==> src/rtl/alu_mul_sequencer.sv <==
// Shift-and-add unsigned multiplier (low 32 bits of a*b) that borrows the shared
// execute-stage ALU: every iteration issues ADD, SLL and SRL and captures the result.
module alu_mul_sequencer #(
  parameter int         ITERATIONS = 32,
  parameter logic [3:0] ALU_ADD    = 4'b0011,
  parameter logic [3:0] ALU_SLL    = 4'b0010,
  parameter logic [3:0] ALU_SRL    = 4'b0100,
  parameter logic [3:0] ALU_IDLE   = 4'b1111
) (
  input  logic        clk,
  input  logic        reset,
  input  logic        start_i,
  input  logic [31:0] a_i,
  input  logic [31:0] b_i,
  output logic        busy_o,
  output logic        done_o,
  output logic [31:0] product_o,
  output logic [3:0]  alu_operation_o,
  output logic [31:0] alu_a_o,
  output logic [31:0] alu_b_o,
  output logic [4:0]  alu_shamt_o,
  input  logic [31:0] alu_data_i
);

  localparam int            CW         = $clog2(ITERATIONS + 1);
  localparam logic [CW-1:0] LAST_COUNT = CW'(ITERATIONS - 1);

  typedef enum logic [2:0] {IDLE, ADD, SHL, SHR, DONE} state_t;

  state_t         state, state_next;
  logic [31:0]    acc, mcand, mplier, product_q;
  logic [CW-1:0]  count;
  logic           last_iter;

  assign last_iter = (count == LAST_COUNT);
  assign product_o = product_q;

  always_ff @(posedge clk or negedge reset) begin
    if (!reset) state <= IDLE;
    else        state <= state_next;
  end

  // The ADD phase is issued even when mplier[0]=0 so the latency never depends on the operands.
  always_ff @(posedge clk or negedge reset) begin
    if (!reset) begin
      acc       <= '0;
      mcand     <= '0;
      mplier    <= '0;
      count     <= '0;
      product_q <= '0;
    end else begin
      case (state)
        IDLE: if (start_i) begin
          mcand  <= a_i;
          mplier <= b_i;
          acc    <= '0;
          count  <= '0;
        end
        ADD: if (mplier[0]) acc <= alu_data_i;
        SHL: mcand <= alu_data_i;
        SHR: begin
          mplier <= alu_data_i;
          count  <= count + CW'(1);
          if (last_iter) product_q <= acc;
        end
        default: ;
      endcase
    end
  end

  always_comb begin
    state_next      = state;
    busy_o          = 1'b0;
    done_o          = 1'b0;
    alu_operation_o = ALU_IDLE;
    alu_a_o         = '0;
    alu_b_o         = '0;
    alu_shamt_o     = '0;
    case (state)
      IDLE: if (start_i) state_next = ADD;
      ADD: begin
        busy_o          = 1'b1;
        alu_operation_o = ALU_ADD;
        alu_a_o         = acc;
        alu_b_o         = mcand;
        state_next      = SHL;
      end
      SHL: begin
        busy_o          = 1'b1;
        alu_operation_o = ALU_SLL;
        alu_b_o         = mcand;
        alu_shamt_o     = 5'd1;
        state_next      = SHR;
      end
      SHR: begin
        busy_o          = 1'b1;
        alu_operation_o = ALU_SRL;
        alu_b_o         = mplier;
        alu_shamt_o     = 5'd1;
        state_next      = last_iter ? DONE : ADD;
      end
      DONE: begin
        done_o     = 1'b1;
        state_next = IDLE;
      end
      default: state_next = IDLE;
    endcase
  end

endmodule

==> config.mk <==
export PLATFORM = sky130hd
export DESIGN_NAME = alu_mul_sequencer
export DESIGN_NICKNAME = d
export VERILOG_FILES = /design/src/rtl/alu_mul_sequencer.sv
export SDC_FILE = /design/constraint.sdc
export NUM_CORES = 1
export LEC_CHECK = 0
export CORE_UTILIZATION = 46
export CTS_BUF_LIST = sky130_fd_sc_hd__clkbuf_8
export CTS_CLUSTER_DIAMETER = 100
export DETAILED_ROUTE_END_ITERATION = 10
export PLACE_DENSITY = 0.79
export SLEW_MARGIN = 0
export SYNTH_ARGS = -nofsm -noshare
export SYNTH_HDL_FRONTEND = slang
export SYNTH_SLANG_ARGS = --single-unit
==> constraint.sdc <==
create_clock -name clk -period 2 [get_ports clk]
set_input_delay 0.6 -clock clk [delete_from_list [all_inputs] [get_ports clk]]
set_output_delay 0.6 -clock clk [all_outputs]
set_load 0.005 [all_outputs]
==> impl_metrics.yaml <==
outcome:
  outcome: "complete, but fails checks"
  violations: "setup timing"
synth:
  ys.flop_type: "dfrtp_1"
  ys_seq_elements: 137
  synth.cell_area_sq_um: 6500
  synth.area.top_cells: "dfrtp_1 (53%), o22ai_1 (6.0%), mux2_2 (5.2%), a21oi_1 (4.9%), a22o_1 (4.4%)"
  async_flop_share: 1.00
  syn_inst: 638
  synth.yosys.seq_area_share: 0.528
  ys_types: 39
  synth_edf_count: 0
  yosys.area.top_type: "dfrtp_1"
  synth_most_common_cell: "dfrtp_1"
  synthTopCellsByCount: "dfrtp_1 (137), inv_1 (69), a21oi_1 (63), o22ai_1 (62), clkbuf_1 (44)"
  yosys_warnings: 0
  synth.top_cell.area_share: 0.528
  syn_avg_cell_area_sq_um: 10.2
route:
  drtAntennaViolNets: 0
  first_iter_violations: 935
  wl_met3_mm: 3.31
  dr.max_layer_used: "met4"
  num_vias: 7241
  drc: 0
  wl_per_cell_microns: 26.0
  routed_wl_mm: 28.5
  drt_pre_antenna_iters: 6
  wl_met2_mm: 13.2
  via_per_inst: 6.59
  wl_met1_mm: 10.3
cts:
  cts_tree: "yes"
  clock_path_buffers: 2
  path_clk_slew_ns: 0.08
  clock_latency_ns: 0.48
  clock_sinks: 137
  numCtsBuffers: 17
  root_buffer: "clkbuf_8"
  ctsHtreeMaxLevel: 4
floorplan:
  die-area_sq_um: 14600
  die-width_microns: 121
  core-area_sq_um: 13800
  die_y_microns: 121
  start_util: 0.470
  io-pin-count: 206
  row_count: 43
placed_design:
  port_buffers: 201
  place_congestion: 0.889
  dp_cells: 994
  pre_cts_slack_ns: -0.665
  dp_hpwl_mm: 14.5
finish:
  final_core_util: 0.779
  nNetsFinal: 1005
  fin_cells: 1098
  multi_input_area_sq_um: 3060
  antenna_cells: 0
  area_growth_pct: 65.8
  fill_cells: 779
  drive_above_1_share: 0.346
  seq_area_sq_um: 3430
power:
  p_leak_nw: 4.82
  ir_drop_mv: 0.792
  power_density_nw_per_um2: 1720
worst_setup_path:
  path_max_fanout: 5
  arrival_ns: 2.06
  critPathLaunch: "state[1]"
  rrSetupSlack_ns: -0.40
  worstSetupPathType: "register to output port"
  cp-end-kind: "output port"
  cp.required_ns: 1.40
  cp-start-kind: "register"
  r2r-start: "state[1]"
hold_path:
  min_path_type: "register to register"
  hold_path_startpoint: "count[5]"
timing:
  worst_slack_ns: -0.661
  clock_skew_ns: 0.0134
  fin_crit_sh: 1.33
  fmax_mhz: 376
  setup_violations: 123
  finalCriticalPeriod_ns: 2.66
  rsz0062_at_grt: "true"
  totalNegativeSetupSlack_ns: -49.03
  drv_slew: 0
  hold_viol: 0
grt:
  antenna_found_initial: 0
  gr-total-overflow: 0
  grt_max_degree: 66
  grt_pass1_wl_mm: 40.0
  first_global_vias: 7007
  globalRouteTotalUtil: 0.367
flow_run:
  drv_cap: 0
## flip-flops by register name (all words and copies together) (netlist names)
signal	flops
acc	32
mcand	32
mplier	32
product_o	32
count	6
state	3
## worst max-delay path, stage by stage, from the launching register on
cell and delay, ns:
dfrtp_2 0.45, buf_12 0.14, buf_8 0.12, and3b_4 0.20, buf_6 0.13, buf_8 0.13, buf_16 0.13, a22o_1 0.18
buf_2 0.12
## cell families (layout without fill, tap and decap cells)
family / Yosys count / in the layout / share of synthesized area
compound gates: 231 / 231 / 0.230
flops: 137 / 137 / 0.528
fa+ha+maj: 1 / 1 / 0.00193
xor+xnor: 2 / 2 / 0.00270
buf+inv: 139 / 414 / 0.0890
mux: 35 / 35 / 0.0601
other cells: 1 / 4 / 0.000577
simple gates: 92 / 94 / 0.0882
## metal layers
metal | GRT usage | vias up
li1 | - | 2913
met1 | 0.453 | 3495
met2 | 0.587 | 659
met3 | 0.101 | 174
met4 | 0.193 | 0
met5 | 0 | -
## placed cells by master (no fill, tap or decap), drive strengths merged, types with 4 or more instances in the layout
master	n
bufbuf	4
buf	171
o22ai	62
nand4	33
a21oi	63
o32ai	32
dfrtp	137
conb	4
clkinvlp	6
clkdlybuf4s50	127
and3	32
clkbuf	23
o21ai	37
nor2	10
mux2	32
a22o	33
inv	75
## power breakdown
group	internal, mW	switching [mW]	total, mW
combinational	5.86	5.51	11.4
sequential	3.85	0.950	4.80
clock	1.13	1.26	2.39
total	10.8	7.72	18.6
## per-stage QoR
stage	hold WS [ns]	power [mW]	area [sq um]
5_1_grt	0.503	19.2	10800
6_report	0.485	18.6	10800
2_1_floorplan	0.304	8.44	6510
3_3_place_gp	0.453	12.2	8880
3_5_place_dp	0.462	12.5	8880
4_1_cts	0.476	17.1	10300
## cell type report
| cell class | count | share of cell area |
|---|---|---|
| Sequential cell | 137 | 0.319 |
| Timing Repair Buffer | 312 | 0.314 |
| Multi-Input combinational cell | 367 | 0.284 |
| Inverter | 70 | 0.0246 |
| Clock buffer | 17 | 0.0217 |
| Tap cell | 180 | 0.0209 |
| Clock inverter | 15 | 0.0155 |
## path summary, 6_finish.rpt
path                                 endpoint  cells after the start
worst max-delay path              alu_b_o[22]                      8
worst min-delay path                 count[5]                      1
worst max register to register  product_o[21]                     12
worst min register to register       count[5]                      1
max in group asynchronous            state[0]                      3
min in group asynchronous       product_o[14]                      2
## repair_timing
item / in CTS / in global routing
gates cloned: 15 / 5
endpoints found under the hold margin: 20 / 0
buffers inserted: 49 / 13
pin swaps: 14 / 13
setup endpoints to repair: 143 / 160
hold buffers: 1 / 0
resized for setup: 383 / 87
(Power assumes the default switching activity.)
